## src/rtl/mips_cpu_divider_pkg.sv

```systemverilog
// Shared types and constants for the iterative restoring divider.
package mips_cpu_divider_pkg;

  localparam int DEFAULT_WIDTH = 32;

  typedef enum logic [1:0] {
    IDLE,
    ITER,
    FIX
  } div_state_t;

  // Selects how the FIX cycle forms its results.
  typedef enum logic [1:0] {
    OP_DIV,
    OP_DBZ,
    OP_EARLY
  } div_op_t;

endpackage

```

## src/rtl/mips_cpu_divider_step.sv

```systemverilog
// One restoring radix-2 step: shift in the next dividend bit, subtract the
// divisor if it fits, and report the resulting quotient bit.
module mips_cpu_divider_step
  import mips_cpu_divider_pkg::*;
#(
  parameter int WIDTH = DEFAULT_WIDTH
) (
  input  logic [WIDTH-1:0] rem_i,
  input  logic [WIDTH-1:0] dvs_i,
  input  logic             bit_i,
  output logic [WIDTH-1:0] rem_o,
  output logic             q_o
);

  logic [WIDTH:0] shifted;
  logic           fits;

  // The partial remainder is always below the divisor, so the restored or
  // reduced value always fits back into WIDTH bits.
  assign shifted = {rem_i, bit_i};
  assign fits    = (shifted >= {1'b0, dvs_i});
  assign rem_o   = fits ? (shifted[WIDTH-1:0] - dvs_i) : shifted[WIDTH-1:0];
  assign q_o     = fits;

endmodule

```

## src/rtl/mips_cpu_divider_param.sv

```systemverilog
// Multi-cycle signed/unsigned restoring divider, one quotient bit per cycle.
// Optional MIPS_CPU_DIVIDER_EARLY_OUT_EN skips iteration when |Dividend| < |Divisor|.
module mips_cpu_divider_param
  import mips_cpu_divider_pkg::*;
#(
  parameter int WIDTH = DEFAULT_WIDTH
) (
  input  logic             clk,
  input  logic             reset,
  input  logic             start,
  input  logic             is_signed,
  input  logic [WIDTH-1:0] Dividend,
  input  logic [WIDTH-1:0] Divisor,
  output logic [WIDTH-1:0] Quotient,
  output logic [WIDTH-1:0] Remainder,
  output logic             done,
  output logic             busy,
  output logic             dbz
);

  localparam int               CNT_W    = $clog2(WIDTH + 1);
  localparam logic [CNT_W-1:0] LAST_CNT = CNT_W'(WIDTH - 1);
  localparam logic [CNT_W-1:0] CNT_ONE  = CNT_W'(1);

  function automatic logic [WIDTH-1:0] sign_fix(input logic [WIDTH-1:0] v,
                                                input logic             neg);
    return neg ? -v : v;
  endfunction

  div_state_t       state_q, state_d;
  logic [CNT_W-1:0] cnt_q;

  logic [WIDTH-1:0] shf_q;
  logic [WIDTH-1:0] dvs_q;
  logic [WIDTH-1:0] rem_q;
  logic [WIDTH-1:0] dvd_raw_q;
  logic             qneg_q;
  logic             rneg_q;
  div_op_t          op_q;

  logic             a_neg, b_neg;
  logic [WIDTH-1:0] a_mag, b_mag;
  logic             div_zero;
  logic             early_out;
  logic             accept;
  logic [WIDTH-1:0] step_rem;
  logic             step_q;
  logic [WIDTH-1:0] fix_quo, fix_rem;

  assign a_neg    = is_signed & Dividend[WIDTH-1];
  assign b_neg    = is_signed & Divisor[WIDTH-1];
  assign a_mag    = sign_fix(Dividend, a_neg);
  assign b_mag    = sign_fix(Divisor, b_neg);
  assign div_zero = (Divisor == '0);
  assign accept   = start && (state_q == IDLE);

`ifdef MIPS_CPU_DIVIDER_EARLY_OUT_EN
  assign early_out = !div_zero && (a_mag < b_mag);
`else
  assign early_out = 1'b0;
`endif

  mips_cpu_divider_step #(
    .WIDTH (WIDTH)
  ) u_step (
    .rem_i (rem_q),
    .dvs_i (dvs_q),
    .bit_i (shf_q[WIDTH-1]),
    .rem_o (step_rem),
    .q_o   (step_q)
  );

  always_comb begin
    state_d = state_q;
    unique case (state_q)
      IDLE: if (start) state_d = (div_zero || early_out) ? FIX : ITER;
      ITER: if (cnt_q == LAST_CNT) state_d = FIX;
      FIX:  state_d = IDLE;
      default: state_d = IDLE;
    endcase
  end

  // Shortcut operations report the raw dividend as remainder.
  always_comb begin
    fix_quo = sign_fix(shf_q, qneg_q);
    fix_rem = sign_fix(rem_q, rneg_q);
    unique case (op_q)
      OP_DBZ: begin
        fix_quo = '1;
        fix_rem = dvd_raw_q;
      end
      OP_EARLY: begin
        fix_quo = '0;
        fix_rem = dvd_raw_q;
      end
      default: ;
    endcase
  end

  always_ff @(posedge clk) begin
    if (!reset) begin
      state_q   <= IDLE;
      cnt_q     <= '0;
      busy      <= 1'b0;
      done      <= 1'b0;
      dbz       <= 1'b0;
      Quotient  <= '0;
      Remainder <= '0;
    end else begin
      state_q <= state_d;
      done    <= 1'b0;
      unique case (state_q)
        IDLE: begin
          if (start) begin
            busy  <= 1'b1;
            cnt_q <= '0;
          end
        end
        ITER: cnt_q <= cnt_q + CNT_ONE;
        FIX: begin
          busy      <= 1'b0;
          done      <= 1'b1;
          cnt_q     <= '0;
          dbz       <= (op_q == OP_DBZ);
          Quotient  <= fix_quo;
          Remainder <= fix_rem;
        end
        default: ;
      endcase
    end
  end

  // shf_q starts as the dividend magnitude and fills with quotient bits.
  always_ff @(posedge clk) begin
    if (accept) begin
      shf_q     <= a_mag;
      dvs_q     <= b_mag;
      rem_q     <= '0;
      qneg_q    <= a_neg ^ b_neg;
      rneg_q    <= a_neg;
      dvd_raw_q <= Dividend;
      op_q      <= div_zero ? OP_DBZ : (early_out ? OP_EARLY : OP_DIV);
    end else if (state_q == ITER) begin
      shf_q <= {shf_q[WIDTH-2:0], step_q};
      rem_q <= step_rem;
    end
  end

endmodule

```

## config.mk

```make
export PLATFORM = sky130hd
export DESIGN_NAME = mips_cpu_divider_param
export DESIGN_NICKNAME = d
export VERILOG_FILES = /design/src/rtl/mips_cpu_divider_pkg.sv /design/src/rtl/mips_cpu_divider_step.sv /design/src/rtl/mips_cpu_divider_param.sv
export SDC_FILE = /design/constraint.sdc
export NUM_CORES = 1
export LEC_CHECK = 0
export ABC_AREA = 1
export CORE_ASPECT_RATIO = 1.25
export CORE_MARGIN = 2
export CORE_UTILIZATION = 40
export CTS_BUF_LIST = sky130_fd_sc_hd__clkbuf_16
export CTS_CLUSTER_DIAMETER = 30
export DETAILED_ROUTE_END_ITERATION = 7
export PLACE_DENSITY = 0.58
export SLEW_MARGIN = 20
export SYNTH_ARGS = -nofsm -noshare
export SYNTH_HDL_FRONTEND = slang
export SYNTH_HIERARCHICAL = 1
export SYNTH_SLANG_ARGS = --single-unit
export TNS_END_PERCENT = 10
```

## constraint.sdc

```tcl
create_clock -name clk -period 4.7 [get_ports clk]
set_input_delay 0.94 -clock clk [delete_from_list [all_inputs] [get_ports clk]]
set_output_delay 0.94 -clock clk [all_outputs]
set_load 0.05 [all_outputs]
```

# Yosys cells after proc, flatten, opt, wreduce, memory -nomap -nowiden
# Index checks and enable logic that the tools add are counted.
# word_totals
reg_bits	207
in_bits	68
output_inout_bits	67
word_cells	60
# op_classes
addsub	6
n_lt_le_gt_ge	1
eq_ne	7
mux	19
n_bitwise	3
n_reduce_logical	10
# ops
operator	count
$mux W32	8
$neg A32 Y32	4
$pmux W32 S2	1
$ge A33 B32 Y1	1
$logic_not A32 Y1	1
$sub A32 B32 Y32	1
$pmux W6 S3	1
$add A6 B1 Y6 const B	1
$eq A6 B5 Y1 const B	1
$mux W2	3
$mux W6	1
$reduce_and A2 Y1	3
$eq A2 B1 Y1 const B	2
$eq A2 B2 Y1 const B	2
$ne A2 B2 Y1 const B	2
$pmux W2 S2	1
$reduce_bool A2 Y1	2
$mux W1	3
$reduce_bool A3 Y1	1
$and A1 B1 Y1	2
$logic_not A2 Y1	1
$pmux W1 S2	1
$reduce_or A2 Y1	1
$logic_and A1 B1 Y1	1
$xor A1 B1 Y1	1

# Longest topological paths before layout
# Gate-level depths: netlist of the first run.
# depth
word_depth	4
depth_mapped	18
ltp_nobuf	16

# By module
# The synthesis of the first run kept the hierarchy.
# by_module_without_submodules
module	n_inst	cells_each	area_each_um2	seq_area_each_um2
mips_cpu_divider_param	1	1453	11013.1	5114.9
mips_cpu_divider_step	1	647	3160.5	0.0

# Least setup slack after synthesis of the first run
# No wires, ideal clock.
# synth_path
path_kind	input-to-reg
startpoint	input port start
endpoint	register shf_q[24], data pin
setup_ns	0.362
arrival_time_ns	3.350
t_required_ns	4.338
setup_slack_ns	0.988
cell_stages	4
path_buffers	1
cell_sequence	inv_1 -> nor2_4 -> clkbuf_1 -> o21ai_0
# synth_via
elab_chain_cells	2
# synth_rtl
element	line	rtl
start: declaration	mips_cpu_divider_param.sv:10	input logic start,
$logic_and A1 B1 Y1	mips_cpu_divider_param.sv:55	assign accept = start && (state_q == IDLE);
net accept	mips_cpu_divider_param.sv:45	logic accept;
$mux W32	mips_cpu_divider_param.sv:135	if (accept) begin
end signal: assignment	mips_cpu_divider_param.sv:136	shf_q <= a_mag;
end signal: assignment	mips_cpu_divider_param.sv:144	shf_q <= {shf_q[WIDTH-2:0], step_q};
end: declaration	mips_cpu_divider_param.sv:33	logic [WIDTH-1:0] shf_q;
# The timed path passes the listed nets, and every way through them passes these cells.
# A chain may end at the register's enable or synchronous reset.

# Final worst setup path of the first run
# layout_path
startpoint	register shf_q[31]
endpoint	register rem_q[5]
# layout_via
elab_chain_cells	2
elab_cells_between_ends	3
cone_classes	add/sub (1); order compare (1); mux (1)
# layout_rtl
element	line	rtl
$ge A33 B32 Y1	mips_cpu_divider_step.sv:21	assign fits = (shifted >= {1'b0, dvs_i});
net step_q	mips_cpu_divider_param.sv:47	logic step_q;
$mux W32	mips_cpu_divider_step.sv:22	assign rem_o = fits ? (shifted[WIDTH-1:0] - dvs_i) : shifted[WIDTH-1:0];
net step_rem[5]	mips_cpu_divider_param.sv:46	logic [WIDTH-1:0] step_rem;
end signal: assignment	mips_cpu_divider_param.sv:145	rem_q <= step_rem;
end: declaration	mips_cpu_divider_param.sv:35	logic [WIDTH-1:0] rem_q;
# The timed path passes the listed nets, and every way through them passes these cells.

==> results of run 1 <==
## critical path: stages (launching register included)
cell and delay [ns]:
edfxtp_1 0.54, inv_1 0.20, ha_1 0.41, nand4_1 0.14, nor3_2 0.05, nand2_1 0.06
nand2_1 0.08, nor2_4 0.63, nand2_8 0.30, nand2_1 0.16, nand2_1 0.06, o21ai_0 0.24
a21oi_1 0.07
## cell families after synthesis
family,after synthesis
xor+xnor,68
compound gates,274
fa+ha+maj,38
flops,206
buf+inv,388
simple gates,1126
## power breakdown
part           internal (mW)  switching (mW)
Sequential              2.11           0.263
Combinational          0.723            1.55
Clock                   2.04           0.993
Total                   4.88            2.80
## flip-flops by register name, summed over array words and instances (netlist names), 2 cells and up
register   cells
rem_q         32
cnt_q          6
dvd_raw_q     32
state_q        2
dvs_q         32
shf_q         32
Quotient      32
Remainder     32
## final cells by class
type	instances	area, µm²	area share [%]
Clock buffer	46	1150	6.65
Clock inverter	29	309	1.79
Inverter	325	1220	7.06
Multi-Input combinational cell	1506	7500	43.3
Sequential cell	206	5110	29.6
Tap cell	474	593	3.43
Timing Repair Buffer	143	1420	8.18
## cell usage after synthesis, types with 6 or more instances
cell type	number	area, µm²
nor2_1	223	837
o211ai_1	6	45.0
dfxtp_1	107	2140
nand3_2	13	130
nand2_1	601	2260
o21ai_1	10	50.1
nand4_1	19	119
buf_2	33	165
o21ai_0	111	556
and2_1	11	68.8
a22o_1	17	149
nand3b_1	16	120
ha_1	37	463
inv_1	316	1190
nand3_1	182	911
nand2_2	9	56.3
o221ai_1	8	70.1
nor2_2	7	43.8
inv_2	7	26.3
clkbuf_1	21	78.8
xor2_1	54	473
edfxtp_1	99	2970
a21oi_1	93	465
nor3_1	27	135
a31oi_1	19	119
xnor2_1	14	123
## routing by layer
metal	global-route usage (%)	vias to the layer above	part of all wire, %
li1	-	7003	-
met1	29.5	6437	39
met2	49.9	383	53
met3	3.01	94	3.8
met4	12.2	0	4.7
met5	0	-	0
## worst min-delay path by stage
| stage | from | end | slack (ns) | depth (start not counted) |
|---|---|---|---|---|
| global placement | busy$_SDFFE_PN0P_ | busy$_SDFFE_PN0P_ | 0.45 | 2 |
| finish | busy$_SDFFE_PN0P_ | busy$_SDFFE_PN0P_ | 0.47 | 2 |
| detailed placement | busy$_SDFFE_PN0P_ | busy$_SDFFE_PN0P_ | 0.47 | 2 |
| global route | busy$_SDFFE_PN0P_ | busy$_SDFFE_PN0P_ | 0.50 | 2 |
| CTS | busy$_SDFFE_PN0P_ | busy$_SDFFE_PN0P_ | 0.47 | 2 |
| floorplan | cnt_q[1]$_SDFFE_PN0P_ | cnt_q[1]$_SDFFE_PN0P_ | 0.46 | 2 |
==> flow_metrics.py, run 1 <==
metrics = {
    "setup_path": {
        "cp_max_fo": 35,
        "crit_path_start_kind": "flip-flop",
        "cp-startpoint": "shf_q[31]$_DFFE_PP_",
        "end_kind": "flip-flop",
        "r2r_slack_ns": 1.54,
        "critPathArrivalTime_ns": 3.52,
        "crit_end": "rem_q[5]$_SDFFE_PP0P_",
        "timing.rr.start": "shf_q[31]$_DFFE_PP_",
        "r2r-end": "rem_q[5]$_SDFFE_PP0P_",
        "r2r_cells": 12,
        "cp.required_ns": 5.06,
        "path_class": "reg -> reg",
    },
    "floorplanning": {
        "row_count": 77,
        "die_area_um2": 37000,
        "core_area_um2": 35200,
        "initial_core_util_pct": 40.3,
        "die_y_um": 214,
        "die_w_um": 172,
        "io_pins": 135,
    },
    "logic_synthesis": {
        "syn_inst": 2100,
        "synth_compound_area_share_pct": 10.8,
        "yosysWarnings": 6,
        "syn_nets": 2206,
        "ys_ff_latch": 206,
        "synth-edff-count": 99,
        "synth_top_family_by_area": "simple AND/OR/NAND/NOR gates",
        "yosysSeqAreaShare_pct": 36.1,
        "synth_ff_type": "dfxtp_1",
        "ys_types": 47,
        "synth-xor-area-share_pct": 4.20,
        "syn_avg_cell_area_um2": 6.75,
        "async_flop_share_pct": 0,
        "synthMuxAreaShare_pct": 0,
        "yosys.area_share.simple_pct": 34.5,
        "syn_area_um2": 14200,
        "yosys.area_share.adder_pct": 3.41,
    },
    "sta": {
        "finalCritPeriodShare_pct": 67.2,
        "rsz0062_at_grt": "no",
        "relSlewSlack_pct": 31.1,
        "setup_viol": 0,
        "fin_skew_ns": 0.0393,
        "fmax_mhz": 317,
        "finalHoldViolations": 0,
        "period_minus_slack_ns": 3.16,
        "tns_ns": 0,
        "timing.hold.ws_ns": 0.471,
        "final_max_slew_viol_count": 0,
        "worst_pin_slew_ns": 1.03,
        "setup_slack_ns": 1.54,
    },
    "final_layout": {
        "antenna_cells": 0,
        "drive_gt1_share_pct": 5.81,
        "final_cell_mix": "nand2_1, inv_1, nor2_1, nand3_1, clkdlybuf4s50_1",
        "fin_area_um2": 17300,
        "final_nets": 2329,
        "areaGrowthSynthToFinish_pct": 22.1,
        "fillers": 3576,
        "layout_commonest_cell": "nand2_1",
        "fin_util_pct": 49.2,
        "instances_no_fill": 2729,
    },
    "global_routing": {
        "grt_max_degree": 67,
        "antenna_found_initial": 0,
        "gr-total-overflow": 0,
        "grt_pass1_wl_um": 75200,
        "grt.total_usage_pct": 26.6,
        "grt_pass1_vias": 13683,
    },
    "routing": {
        "routed_wl_um": 49100,
        "first_pass_iters": 5,
        "drtAntennaViolNets": 0,
        "vias": 13917,
        "drt_iter0_markers": 981,
        "wire_per_inst_um": 18.0,
        "route.detailed.drc": 0,
        "via_per_inst": 5.10,
    },
    "outcome": {
        "status": "complete, no violations",
    },
    "clocking": {
        "cts_setup_buffers": 0,
        "clkLatencyLatePin_ns": 0.54,
        "cts_made_buffers": 41,
        "cts-root-buf": "clkbuf_16",
        "clockBufferDepth": 3,
        "path_clk_slew_ns": 0.05,
        "hold_buffers": 0,
        "cts_resized": 0,
        "clock_sink_count": 206,
        "h-tree-depth": 2,
        "cts_tree": "yes",
    },
    "placement": {
        "place_ws_ns": 1.47,
        "dpl.cell_count": 2653,
        "dpl_cell_area_um2": 15800,
        "gp_congestion": 0.932,
        "hpwl_um": 38800,
        "io_buffers": 134,
    },
    "hold_path": {
        "hp-class": "reg -> reg",
    },
    "pwr": {
        "p_leak_nw": 7.88,
        "ir_worst_vdd_uv": 266,
        "power.total_mw": 7.68,
        "power_density_nw_per_um2": 444,
    },
    "job": {
        "drv_cap": 0,
    },
}
Power figures use the tool's default switching activity.
==> inputs of run 2 (changes only) <==
Settings changed: PLACE_DENSITY 0.58 to 0.6.
Clock period 4.7 ns to 2.7 ns, I/O delays scaled along.
==> run 2 against run 1 <==
Combinational power increased by 90%; clock skew decreased by 0.023 ns; via count increased by 1.9%; setup slack got worse by 1.3 ns; flip-flop and latch count unchanged; utilization increased by 1.6 points; sequential share of layout area decreased by 0.94 points; register-to-register slack got worse by 1.3 ns; clock-buffer cell count decreased by 1; wire length increased by 2.5%; die area unchanged; largest power group unchanged.
==> flow_metrics.py, run 2 (synthesis gave the netlist of run 1 again) <==
metrics = {
    "sta": {
        "finalCritPeriodShare_pct": 92.6,
        "rsz0062_at_grt": "no",
        "finalHoldViolations": 0,
        "setup_slack_ns": 0.199,
        "fin_skew_ns": 0.0164,
        "period_minus_slack_ns": 2.50,
        "fmax_mhz": 400,
        "setup_viol": 0,
        "worst_pin_slew_ns": 0.588,
        "final_max_slew_viol_count": 0,
        "timing.hold.ws_ns": 0.483,
        "tns_ns": 0,
        "relSlewSlack_pct": 60.7,
    },
    "final_layout": {
        "final_cell_mix": "nand2_1, inv_1, nor2_1, nand3_1, clkdlybuf4s50_1",
        "drive_gt1_share_pct": 7.99,
        "multi_input_area_um2": 7510,
        "fillers": 3609,
        "fin_util_pct": 50.8,
        "layout_commonest_cell": "nand2_1",
        "final-seq-area_um2": 5120,
        "final_nets": 2384,
        "antenna_cells": 0,
        "instances_no_fill": 2788,
        "areaGrowthSynthToFinish_pct": 26.1,
    },
    "clocking": {
        "clock_sink_count": 206,
        "cts_made_buffers": 45,
        "clockBufferDepth": 3,
        "cts_tree": "yes",
        "hold_buffers": 0,
        "cts_setup_buffers": 0,
        "path_clk_slew_ns": 0.05,
        "cts-root-buf": "clkbuf_16",
        "h-tree-depth": 2,
        "clkLatencyLatePin_ns": 0.56,
        "cts_resized": 0,
    },
    "routing": {
        "vias": 14188,
        "drt_iter0_markers": 1152,
        "via_per_inst": 5.09,
        "route.detailed.drc": 0,
        "first_pass_iters": 6,
        "wire_per_inst_um": 18.1,
        "drtAntennaViolNets": 0,
        "routed_wl_um": 50400,
    },
    "global_routing": {
        "gr-total-overflow": 0,
        "grt_max_degree": 66,
        "grt_pass1_vias": 13937,
        "use_met2_pct": 49.9,
        "gr-usage-met1_pct": 31.3,
        "antenna_found_initial": 0,
        "met3_usage_pct": 3.12,
        "grt_pass1_wl_um": 77300,
        "grt.total_usage_pct": 27.5,
        "gr-max-usage-layer": "met2",
    },
    "placement": {
        "hpwl_um": 40000,
        "place_ws_ns": -0.192,
        "gp_congestion": 0.981,
        "io_buffers": 134,
        "dpl.cell_count": 2705,
    },
    "pwr": {
        "power_density_nw_per_um2": 789,
        "p_leak_nw": 8.22,
        "ir_worst_vdd_uv": 499,
    },
    "floorplanning": {
        "core_area_um2": 35200,
        "die_w_um": 172,
        "initial_core_util_pct": 40.3,
        "row_count": 77,
        "io_pins": 135,
        "die_area_um2": 37000,
        "die_y_um": 214,
    },
    "outcome": {
        "status": "complete, no violations",
    },
    "setup_path": {
        "critPathArrivalTime_ns": 2.91,
        "timing.rr.start": "rem_q[5]$_SDFFE_PP0P_",
        "cp_max_fo": 24,
        "crit_path_start_kind": "flip-flop",
        "path_class": "reg -> reg",
        "r2r_slack_ns": 0.20,
        "r2r-end": "rem_q[5]$_SDFFE_PP0P_",
        "end_kind": "flip-flop",
        "r2r_cells": 13,
        "cp.required_ns": 3.11,
    },
    "hold_path": {
        "worstHoldStart": "cnt_q[1]$_SDFFE_PN0P_",
        "hp-class": "reg -> reg",
        "whs_endpoint": "cnt_q[1]$_SDFFE_PN0P_",
        "hold_path_depth": 2,
    },
    "job": {
        "drv_cap": 0,
    },
}
[run 2: worst max path at each step]
stage                          startpoint               endpoint  cells after the start
floorplan                           start    shf_q[24]$_DFFE_PP_                      4
global placement               Divisor[0]    dvs_q[28]$_DFFE_PP_                     11
detailed placement             Divisor[0]    dvs_q[28]$_DFFE_PP_                     11
CTS                 rem_q[5]$_SDFFE_PP0P_  rem_q[5]$_SDFFE_PP0P_                     13
global route        rem_q[8]$_SDFFE_PP0P_  rem_q[5]$_SDFFE_PP0P_                     13
finish              rem_q[5]$_SDFFE_PP0P_  rem_q[5]$_SDFFE_PP0P_                     13
[run 2: cell type report]
class | count | share of cell area (%)
clock inverters | 38 | 2.49
well taps | 474 | 3.32
flip-flops and latches | 206 | 28.6
repair buffers | 194 | 10.4
clock buffers | 45 | 6.30
inverters | 325 | 6.84
multi-input cells | 1506 | 42.0
[run 2: stage by stage]
step	power, mW	area, µm²
after floorplan	6.85	14200
after CTS	14.1	17900
after global placement	8.35	16300
after detailed placement	8.37	16300
after global routing	14.8	17900
final	14.1	17900
[run 2: power by group]
part / total [mW] / leakage (nW) / switching [mW] / internal (mW)
Clock: 5.72 / 0.801 / 1.90 / 3.82
Combinational: 4.31 / 5.59 / 2.84 / 1.47
Sequential: 4.07 / 1.83 / 0.398 / 3.67
[run 2: worst max-delay path: stages, from the launching register on]
cell and delay [ns]:
dfxtp_1 0.41, ha_1 0.41, nand2_1 0.14, nor2_2 0.28, nand2_1 0.11, nor3_2 0.10, nand2_1 0.07, nand2_1 0.10
nor2_4 0.06, buf_4 0.23, nand3_1 0.12, nand2_1 0.06, o21ai_0 0.18, a21oi_1 0.06
[run 2: layer usage]
layer	vias to the layer above	part of all wire [%]	wire length, µm
met5	-	0	0
met1	6571	39	19800
met2	376	51	25800
li1	7127	-	-
met4	0	5.6	2840
met3	114	3.9	1970
